===== src/rtl/control_sequencer.sv =====
// Hardwired multi-cycle control unit for the Mini-SRC datapath.
// Fetch runs T0-T2, execute runs T3-T7; memory waits stall T1, T6 (ld) and T7 (st).
module control_sequencer #(
  parameter logic [4:0] ADD_OP = 5'b00011
) (
  input  logic        in_clk,
  input  logic        in_rst,
  input  logic [31:0] in_ir,
  input  logic        in_mem_ready,
  output logic        out_gra,
  output logic        out_grb,
  output logic        out_grc,
  output logic        out_read,
  output logic        out_write,
  output logic        out_base_addr_read,
  output logic        out_pc_out,
  output logic        out_pc_in,
  output logic        out_inc_pc,
  output logic        out_mar_in,
  output logic        out_mdr_in,
  output logic        out_mdr_out,
  output logic        out_mem_read,
  output logic        out_mem_write,
  output logic        out_ir_in,
  output logic        out_y_in,
  output logic        out_z_in,
  output logic        out_z_out,
  output logic        out_c_out,
  output logic [4:0]  out_alu_op,
  output logic        out_run
);

  typedef enum logic [3:0] {
    S_RST, S_T0, S_T1, S_T2, S_T3, S_T4, S_T5, S_T6, S_T7, S_HALT
  } state_t;

  state_t state, state_next;

  logic [4:0] opcode;
  logic       is_ld, is_ldi, is_st, is_addr;
  logic       is_alu_reg, is_alu_imm, is_alu;
  logic       is_jr, is_jal, is_halt;
  logic       unused_ir;

  assign opcode     = in_ir[31:27];
  assign unused_ir  = ^in_ir[26:0];
  assign is_ld      = (opcode == 5'b00000);
  assign is_ldi     = (opcode == 5'b00001);
  assign is_st      = (opcode == 5'b00010);
  assign is_addr    = is_ld | is_ldi | is_st;
  assign is_alu_reg = (opcode >= 5'b00011) && (opcode <= 5'b01010);
  assign is_alu_imm = (opcode >= 5'b01011) && (opcode <= 5'b01101);
  assign is_alu     = is_alu_reg | is_alu_imm;
  assign is_jr      = (opcode == 5'b10011);
  assign is_jal     = (opcode == 5'b10100);
  assign is_halt    = (opcode == 5'b11010);

  always_ff @(posedge in_clk) begin
    if (in_rst) state <= S_RST;
    else        state <= state_next;
  end

  always_comb begin
    state_next         = state;
    out_gra            = 1'b0;
    out_grb            = 1'b0;
    out_grc            = 1'b0;
    out_read           = 1'b0;
    out_write          = 1'b0;
    out_base_addr_read = 1'b0;
    out_pc_out         = 1'b0;
    out_pc_in          = 1'b0;
    out_inc_pc         = 1'b0;
    out_mar_in         = 1'b0;
    out_mdr_in         = 1'b0;
    out_mdr_out        = 1'b0;
    out_mem_read       = 1'b0;
    out_mem_write      = 1'b0;
    out_ir_in          = 1'b0;
    out_y_in           = 1'b0;
    out_z_in           = 1'b0;
    out_z_out          = 1'b0;
    out_c_out          = 1'b0;
    out_alu_op         = '0;
    out_run            = 1'b0;

    unique case (state)
      S_RST: state_next = S_T0;
      S_T0: begin
        out_run    = 1'b1;
        out_pc_out = 1'b1;
        out_mar_in = 1'b1;
        out_inc_pc = 1'b1;
        state_next = S_T1;
      end
      S_T1: begin
        out_run      = 1'b1;
        out_mem_read = 1'b1;
        out_mdr_in   = 1'b1;
        if (in_mem_ready) state_next = S_T2;
      end
      S_T2: begin
        out_run     = 1'b1;
        out_mdr_out = 1'b1;
        out_ir_in   = 1'b1;
        state_next  = S_T3;
      end
      S_T3: begin
        out_run    = 1'b1;
        state_next = S_T0;
        if (is_addr) begin
          // Base-address read makes R0 contribute zero, so ld/ldi/st compute rb+C.
          out_grb            = 1'b1;
          out_base_addr_read = 1'b1;
          out_y_in           = 1'b1;
          state_next         = S_T4;
        end else if (is_alu) begin
          out_grb    = 1'b1;
          out_read   = 1'b1;
          out_y_in   = 1'b1;
          state_next = S_T4;
        end else if (is_jr) begin
          out_gra   = 1'b1;
          out_read  = 1'b1;
          out_pc_in = 1'b1;
        end else if (is_jal) begin
          out_pc_out = 1'b1;
          out_grb    = 1'b1;
          out_write  = 1'b1;
          state_next = S_T4;
        end else if (is_halt) begin
          state_next = S_HALT;
        end
      end
      S_T4: begin
        out_run    = 1'b1;
        state_next = S_T0;
        if (is_alu_reg) begin
          out_grc    = 1'b1;
          out_read   = 1'b1;
          out_z_in   = 1'b1;
          out_alu_op = opcode;
          state_next = S_T5;
        end else if (is_alu_imm) begin
          out_c_out  = 1'b1;
          out_z_in   = 1'b1;
          out_alu_op = opcode;
          state_next = S_T5;
        end else if (is_addr) begin
          out_c_out  = 1'b1;
          out_z_in   = 1'b1;
          out_alu_op = ADD_OP;
          state_next = S_T5;
        end else if (is_jal) begin
          out_gra   = 1'b1;
          out_read  = 1'b1;
          out_pc_in = 1'b1;
        end
      end
      S_T5: begin
        out_run    = 1'b1;
        out_z_out  = 1'b1;
        state_next = S_T0;
        if (is_ld || is_st) begin
          out_mar_in = 1'b1;
          state_next = S_T6;
        end else begin
          out_gra   = 1'b1;
          out_write = 1'b1;
        end
      end
      S_T6: begin
        out_run    = 1'b1;
        out_mdr_in = 1'b1;
        if (is_st) begin
          out_gra    = 1'b1;
          out_read   = 1'b1;
          state_next = S_T7;
        end else begin
          out_mem_read = 1'b1;
          if (in_mem_ready) state_next = S_T7;
        end
      end
      S_T7: begin
        out_run = 1'b1;
        if (is_st) begin
          out_mem_write = 1'b1;
          if (in_mem_ready) state_next = S_T0;
        end else begin
          out_mdr_out = 1'b1;
          out_gra     = 1'b1;
          out_write   = 1'b1;
          state_next  = S_T0;
        end
      end
      S_HALT: state_next = S_HALT;
      default: state_next = S_RST;
    endcase
  end

endmodule


===== config.mk =====
export PLATFORM = sky130hd
export DESIGN_NAME = control_sequencer
export DESIGN_NICKNAME = d
export VERILOG_FILES = /design/src/rtl/control_sequencer.sv
export SDC_FILE = /design/constraint.sdc
export NUM_CORES = 1
export LEC_CHECK = 0
export CORE_ASPECT_RATIO = 1.1
export CORE_UTILIZATION = 35
export CTS_CLUSTER_DIAMETER = 50
export DETAILED_ROUTE_END_ITERATION = 8
export PLACE_DENSITY = 0.93
export SLEW_MARGIN = 20
export SYNTH_ARGS = -nofsm -noshare
export SYNTH_HDL_FRONTEND = slang
export SYNTH_SLANG_ARGS = --single-unit

===== constraint.sdc =====
create_clock -name in_clk -period 5.3 [get_ports in_clk]
set_input_delay 1.06 -clock in_clk [delete_from_list [all_inputs] [get_ports in_clk]]
set_output_delay 1.06 -clock in_clk [all_outputs]
set_load 0.02 [all_outputs]

==> impl_metrics.toml, run 1 <==
[outcome]
run_status = "completed"

[routing]
vias = 922
wire_per_inst_um = 12.95
drc = 0
viasPerCell = 5.622
drt_iter0_drc = 41
routed_wl_um = 2123
postRouteAntennaNets = 0
drt_first_pass_iters = 4

[grt]
grt_first_pass_wirelength_um = 3546
antenna_found_initial = 0
grt_max_degree = 15
overflow = 0
grt_pass1_vias = 810
grt_util_all_layers_pct = 20.08

[cells_and_area]
regMostFlops = "state"
diodes = 0
fin_nets = 173
largest_reg_flops = 4
syn_to_final_growth_pct = 39.40
finish.utilization_pct = 52.14
seqCellArea_um2 = 80.08
drive_gt1_share_pct = 8.824
multi_input_area_um2 = 575.6
reg_top3 = "state x4"
nFillCells = 213

[clock_tree]
cts_resized = 0
clk-insertion-delay-late_ns = 0.25
cts.sink_count = 4
clock_path_buffers = 2
clk_pin_slew_worst_paths_ns = 0.03
cts_buffers = 3
cts_root_buf = "clkbuf_4"
holdBufCountCts = 0
cts_tree = "built"
post_cts_buffers = 0
cts_max_level = 1

[synth]
mappedNetlistNets = 146
synth.area.top_cells = "dfxtp_1, nor2_1, nand2_1"
netlist.area_leader.share_pct = 10.60
synth_area_per_cell_um2 = 6.808
synth_edf_count = 0
ys_ff_latch = 4
synth_commonest_cells = "nor2_1, nand2_1, inv_1, a21oi_1"
yosysTopAreaCell = "dfxtp_1"
synthCells = 111
synth-main-ff-cell = "dfxtp_1"
yosysSeqAreaShare_pct = 10.60
yosys.cell_types.count = 46
synthesis.yosys.warnings = 0
async_reset_ff_share_pct = 0
synth_most_common_cell = "nor2_1"
syn_area_um2 = 755.7

[setup_path]
end_kind = "primary output"
cp_slowest_stage_delay_ns = 0.62
worstPathMaxFanout = 12
cpMaxStageDelayCell = "clkdlybuf4s50_1"
cpLargestDelayFamily = "buffers and inverters"
ff2ff_path_depth = 4
cp.arrival_ns = 3.41
cp_num_cells = 6
reg2reg_slack_ns = 3.51
path_cells = "clkdlybuf4s50_1 > nor3b_1 > and2_2 > o31ai_2 > a221o_1 > clkdlybuf4s50_1"
path_common_cell = "clkdlybuf4s50_1"
critPathKind = "primary input to primary output"
critPathBufInv = 2
start_kind = "primary input"
cp.required_ns = 4.24

[hold_path]
hold_depth = 2
hp-class = "register to register"

[sta]
rsz0062_at_grt = "no"
hold_viol_final = 0
post-route-period-util_pct = 84.25
fin_crit_ns = 4.465
fmax_mhz = 223.9
worstMarginPinSlew_ns = 0.5502
fin_tns_setup_ns = 0
postLayoutSetupSlackWorst_ns = 0.8346
slew_violations = 0
finalClockSkew_ns = 0.01239
setup_viol = 0
relSlewSlack_pct = 62.98

[die]
die_area_mm2 = 0.002349
rows = 17
io_pins = 60
die_x_um = 46.31
die_h_um = 50.74
coreArea_mm2 = 0.002021
start_util_pct = 37.40

[place]
portBuffers = 31
gp_congestion = 0.8483
dp_slack_ns = 0.8672
hpwl_um = 1653

[pwr]
p_per_area_mw_per_mm2 = 155.5
ir_drop_mv = 0.09757
comb_power_share_pct = 50.7
p_sw_share_pct = 41.44
internal_power_uw = 95.90
clkPwrFrac_pct = 24.3
power_frac_seq_pct = 25.1
leakage_uw = 0.0003676
p_sw_uw = 67.88

[flow_run]
maxCapViolCount = 0
power groups by stage:
stage | Clock [µW] | Combinational (µW) | Sequential (µW)
final | 39.7 | 83.0 | 41.0
after detailed placement | 0 | 82.6 | 41.4
after CTS | 41.6 | 83.3 | 40.9
after global routing | 45.8 | 90.9 | 42.2
after global placement | 0 | 81.3 | 41.1
after floorplan | 0 | 61.4 | 34.8
cell usage in the layout (no fill, tap or decap), types with 4 or more instances in the layout:
master and instances:
clkdlybuf4s50_1 31, nand2b_1 5, a21oi_1 6, and2_1 5
nor2_1 13, dfxtp_1 4, inv_1 8, nand2_1 9
logic make-up (layout without fill, tap and decap cells):
logic type / count (synthesis) / count (layout) / synth area share [%]
multiplexers: 2 / 2 / 2.649
AND/OR/NAND/NOR: 53 / 53 / 40.90
AO/OA/AOI/OAI: 31 / 31 / 28.64
flip-flops: 4 / 4 / 10.60
buffers and inverters: 17 / 42 / 13.24
XOR/XNOR: 3 / 3 / 3.477
other: 1 / 1 / 0.4962
stage by stage:
step           instances  instance area, µm²  hold WS, ns  total power, µW
6_report             164                1054       0.6470            163.8
4_1_cts              164                1054       0.6440            165.7
5_1_grt              164                1054       0.6729            178.9
2_1_floorplan        111               755.7       0.6091            96.23
3_3_place_gp         161                1031       0.6111            122.4
3_5_place_dp         161                1031       0.6378            124.1
worst reg2reg max path, stage by stage (launching register included):
cell,delay [ns]
dfxtp_1,0.58
nand2_1,0.29
a211o_1,0.35
a31oi_2,0.28
mux2i_1,0.20
final timing paths:
kind	from	to
worst max-delay path	in_ir[29]	out_gra
worst min register to register	state[1]	state[1]
worst max register to register	state[2]	state[1]
worst min-delay path	state[1]	state[1]
metal layers:
metal | share of wire (%) | track usage [%] | wire, µm | vias up
li1 | - | - | - | 448
met1 | 41 | 25.16 | 867 | 415
met2 | 50 | 32.18 | 1059 | 55
met3 | 7.9 | 6.115 | 168 | 4
met4 | 1.3 | 5.392 | 27 | 0
met5 | 0 | 0 | 0 | -
layout make-up:
type	count	share of cell area, %
multi-input combinational	90	54.63
clock buffer	3	2.138
tap	28	3.325
sequential	4	7.601
timing repair buffer	31	29.45
inverter	8	2.850
(Power assumes the default switching activity.)
==> run 2: changes to the inputs <==
Settings changed: CORE_UTILIZATION 35 to 33, PLACE_DENSITY 0.93 to 0.88.
Clock period 5.3 ns to 4.53 ns, I/O delays scaled along.
==> run 2 against run 1 <==
Net effect: non-clock buffer count increased by 2; total power grew 21%; die area grew 5.8%; sequential share of layout area shrank 0.11 points; first-iteration DRC count is 9.8% lower; critical endpoint unchanged; highest routed layer unchanged.
==> impl_metrics.toml, run 2 (same netlist as run 1, synthesis figures left out) <==
[outcome]
run_status = "completed"

[setup_path]
cpLargestDelayFamily = "buffers and inverters"
cp.arrival_ns = 3.36
cp.required_ns = 3.62
cp_slowest_stage_delay_ns = 0.65
path_common_cell = "clkdlybuf4s50_1"
start_kind = "primary input"
critPathBufInv = 2
critPathKind = "primary input to primary output"
worstPathMaxFanout = 10
end_kind = "primary output"
path_cells = "clkdlybuf4s50_1 > nor3b_1 > and2_2 > o31ai_2 > a221o_1 > clkdlybuf4s50_1"
cpMaxStageDelayCell = "clkdlybuf4s50_1"

[sta]
worstMarginPinSlew_ns = 0.5596
post-route-period-util_pct = 94.07
fin_crit_ns = 4.262
hold_viol_final = 0
setup_viol = 0
fin_tns_setup_ns = 0
relSlewSlack_pct = 62.35
finalClockSkew_ns = 0.009109
whs_ns = 0.6414
fmax_mhz = 234.7
rsz0062_at_grt = "no"
slew_violations = 0

[routing]
vias = 951
drc = 0
postRouteAntennaNets = 0
wire_per_inst_um = 13.82
drt_first_pass_iters = 4
routed_wl_um = 2294
drt_iter0_drc = 37
viasPerCell = 5.729

[die]
die_x_um = 47.63
rows = 17
die_area_mm2 = 0.002486
start_util_pct = 36.25
coreArea_mm2 = 0.002085
die_h_um = 52.19
io_pins = 60

[clock_tree]
clock_path_buffers = 2
clk-insertion-delay-late_ns = 0.25
cts_buffers = 3
clk_pin_slew_worst_paths_ns = 0.05
post_cts_buffers = 0
cts_max_level = 1
cts_tree = "built"
cts_resized = 0
cts.sink_count = 4
cts_root_buf = "clkbuf_4"
holdBufCountCts = 0

[place]
portBuffers = 31
gp_congestion = 0.9014
hpwl_um = 1729
dp_cells = 163

[grt]
grt_first_pass_wirelength_um = 3588
grt_util_all_layers_pct = 20.18
grt_max_degree = 15
overflow = 0
grt_pass1_vias = 856
antenna_found_initial = 0

[cells_and_area]
drive_gt1_share_pct = 10.14
final_cell_mix = "clkdlybuf4s50_1, nor2_1, nand2_1, inv_1, a21oi_1"
reg_top3 = "state x4"
stdcell_count = 166
fin_nets = 175
final_common_cell = "clkdlybuf4s50_1"
syn_to_final_growth_pct = 41.39
largest_reg_flops = 4
diodes = 0
regMostFlops = "state"

[pwr]
ir_drop_mv = 0.1334
clkPwrFrac_pct = 25.2
internal_power_uw = 113.6
p_sw_share_pct = 42.57
power_frac_seq_pct = 24.4
leakage_uw = 0.0003772
comb_power_share_pct = 50.4
p_sw_uw = 84.16
p_per_area_mw_per_mm2 = 185.0

[flow_run]
maxCapViolCount = 0

[hold_path]
hp-class = "register to register"
run 2: cell count changes in the layout (fill, tap and decap cells not counted), sizes merged:
cell	delta
buf	+2
run 2: layer usage:
metal / routed length (µm) / global-route usage [%] / part of all wire, % / up-vias
li1: - / - / - / 453
met3: 191 / 3.103 / 8.3 / 9
met5: 0 / 0 / 0 / -
met2: 1122 / 30.59 / 49 / 64
met4: 67 / 14.35 / 2.9 / 0
met1: 913 / 25.05 / 40 / 425
run 2: power groups by stage:
stage	Sequential (µW)	Clock, µW	Combinational [µW]
6_report	48.3	49.8	99.6
5_1_grt	49.0	55.4	108
4_1_cts	48.0	49.9	99.4
3_5_place_dp	48.5	0	98.7
3_3_place_gp	48.3	0	96.9
2_1_floorplan	40.8	0	71.8
run 2: stage by stage:
| stage | setup WS [ns] | total power [µW] | instance area [µm²] | utilization [%] |
|---|---|---|---|---|
| 3_3_place_gp | 0.4393 | 145.1 | 1046 | 50.18 |
| 4_1_cts | 0.3125 | 197.3 | 1069 | 51.26 |
| 5_1_grt | 0.2022 | 212.3 | 1069 | 51.26 |
| 3_5_place_dp | 0.3155 | 147.3 | 1046 | 50.18 |
| 2_1_floorplan | 1.361 | 112.6 | 755.7 | - |
| 6_report | 0.2685 | 197.7 | 1069 | 51.26 |
run 2: final timing paths:
kind	from	end	slack (ns)	cells past startpoint
setup / recovery	in_ir[28]	out_gra	0.27	6
hold / removal	state[1]	state[1]	0.64	2
setup reg to reg	state[2]	state[3]	2.65	4
hold reg to reg	state[1]	state[1]	0.64	2
run 2: worst min-delay path, delay by kind of cell (launching register included):
family | cells | cell delay, ns
muxes | 1 | 0.06
DFF | 1 | 0.41
and+or+nand+nor | 1 | 0.12
run 2: cell type report:
| class | instances | area (µm²) |
|---|---|---|
| Fill cell | 229 | 1016 |
| Timing Repair Buffer | 33 | 325.3 |
| Clock buffer | 3 | 22.52 |
| Inverter | 8 | 30.03 |
| Tap cell | 28 | 35.03 |
| Sequential cell | 4 | 80.08 |
| Multi-Input combinational cell | 90 | 575.6 |
==> run 3: changes to the inputs <==
Settings changed: PLACE_DENSITY 0.88 to 0.8.
==> run 3 against run 2 <==
Net effect: non-clock buffer count did not move; wire length down 1.5%; die area stayed put; via count decreased by 1.8%; clock power down 11%; largest cell class unchanged; highest routed layer unchanged.
==> impl_metrics.toml, run 3 (same netlist as run 1, synthesis figures left out) <==
[outcome]
run_status = "completed"

[die]
rows = 17
die_h_um = 52.19
coreArea_mm2 = 0.002085
die_x_um = 47.63
start_util_pct = 36.25
io_pins = 60
die_area_mm2 = 0.002486

[place]
portBuffers = 31
gp_congestion = 0.9163
hpwl_um = 1708

[cells_and_area]
reg_top3 = "state x4"
largest_reg_flops = 4
drive_gt1_share_pct = 10.14
final_common_cell = "clkdlybuf4s50_1"
nFillCells = 229
syn_to_final_growth_pct = 41.39
regMostFlops = "state"
diodes = 0
final_cell_mix = "clkdlybuf4s50_1, nor2_1, nand2_1, inv_1, a21oi_1"
fin_nets = 175

[sta]
finalClockSkew_ns = 0.004166
relSlewSlack_pct = 61.18
fin_crit_ns = 4.128
post-route-period-util_pct = 91.13
worstMarginPinSlew_ns = 0.5769
fin_tns_setup_ns = 0
setup_viol = 0
fmax_mhz = 242.2
hold_viol_final = 0
slew_violations = 0
rsz0062_at_grt = "no"

[pwr]
leakage_uw = 0.0003772
ir_drop_mv = 0.1538
p_per_area_mw_per_mm2 = 180.3
power.total_uw = 192.6

[setup_path]
end_kind = "primary output"
start_kind = "primary input"
cp.arrival_ns = 3.22
critPathKind = "primary input to primary output"
cp.required_ns = 3.62
worstPathMaxFanout = 12

[flow_run]
maxCapViolCount = 0

[routing]
drt_first_pass_iters = 4
postRouteAntennaNets = 0
vias = 934
routed_wl_um = 2260
drc = 0
viasPerCell = 5.627
wire_per_inst_um = 13.61
drt_iter0_drc = 16

[grt]
antenna_found_initial = 0
grt_max_degree = 15
overflow = 0
grt_pass1_vias = 833
grt_first_pass_wirelength_um = 3601
grt_util_all_layers_pct = 20.10

[clock_tree]
cts_buffers = 3
clock_path_buffers = 2
cts_max_level = 1
clk_pin_slew_worst_paths_ns = 0.03
cts.sink_count = 4
holdBufCountCts = 0
clk-insertion-delay-late_ns = 0.24
post_cts_buffers = 0
cts_tree = "built"
cts_root_buf = "clkbuf_4"
cts_resized = 0

[hold_path]
hp-class = "register to register"
## run 3: cell counts in the layout (fill, tap and decap cells not counted)
Identical to the previous run, type by type.
## run 3: layout make-up
| cell class | instances | area (µm²) | area share [%] |
|---|---|---|---|
| timing repair buffer | 33 | 325.3 | 30.45 |
| tap | 28 | 35.03 | 3.279 |
| multi-input combinational | 90 | 575.6 | 53.86 |
| sequential | 4 | 80.08 | 7.494 |
| clock buffer | 3 | 22.52 | 2.108 |
| inverter | 8 | 30.03 | 2.810 |
## run 3: path summary, 6_finish.rpt
check,endpoint,startpoint,slack [ns],depth (start not counted)
max reg2reg,state[1],state[2],2.77,4
min reg2reg,state[1],state[1],0.64,2
max,out_mdr_out,in_ir[30],0.40,6
min,state[1],state[1],0.64,2
## run 3: power by group
part	internal, µW	leakage, µW	total, µW	switching [µW]
clock network	29.6	0.0000138	44.2	14.6
logic	45.1	0.000331	100	55.0
registers	38.6	0.0000328	48.3	9.77
## run 3: metrics by stage
step	cells	setup WS, ns	utilization [%]	hold WS [ns]	instance area, µm²
4_1_cts	166	0.4372	51.26	0.6319	1069
6_report	166	0.4017	51.26	0.6385	1069
3_5_place_dp	163	0.4468	50.18	0.6274	1046
2_1_floorplan	111	1.361	-	0.6091	755.7
3_3_place_gp	163	0.4480	50.18	0.6160	1046
5_1_grt	166	0.3038	51.26	0.6855	1069
## run 3: critical path, cell delays in order
cell,delay (ns)
clkdlybuf4s50_1,0.75
nor2_1,0.18
and2_2,0.27
or3_1,0.35
a21oi_1,0.15
clkdlybuf4s50_1,0.63
## run 3: routing by layer
layer | track usage (%) | share of wire, % | routed length [µm]
met1 | 26.51 | 45 | 1021
met2 | 32.19 | 48 | 1084
met3 | 1.034 | 5.5 | 125
met4 | 10.19 | 1.3 | 29
met5 | 0 | 0 | 0
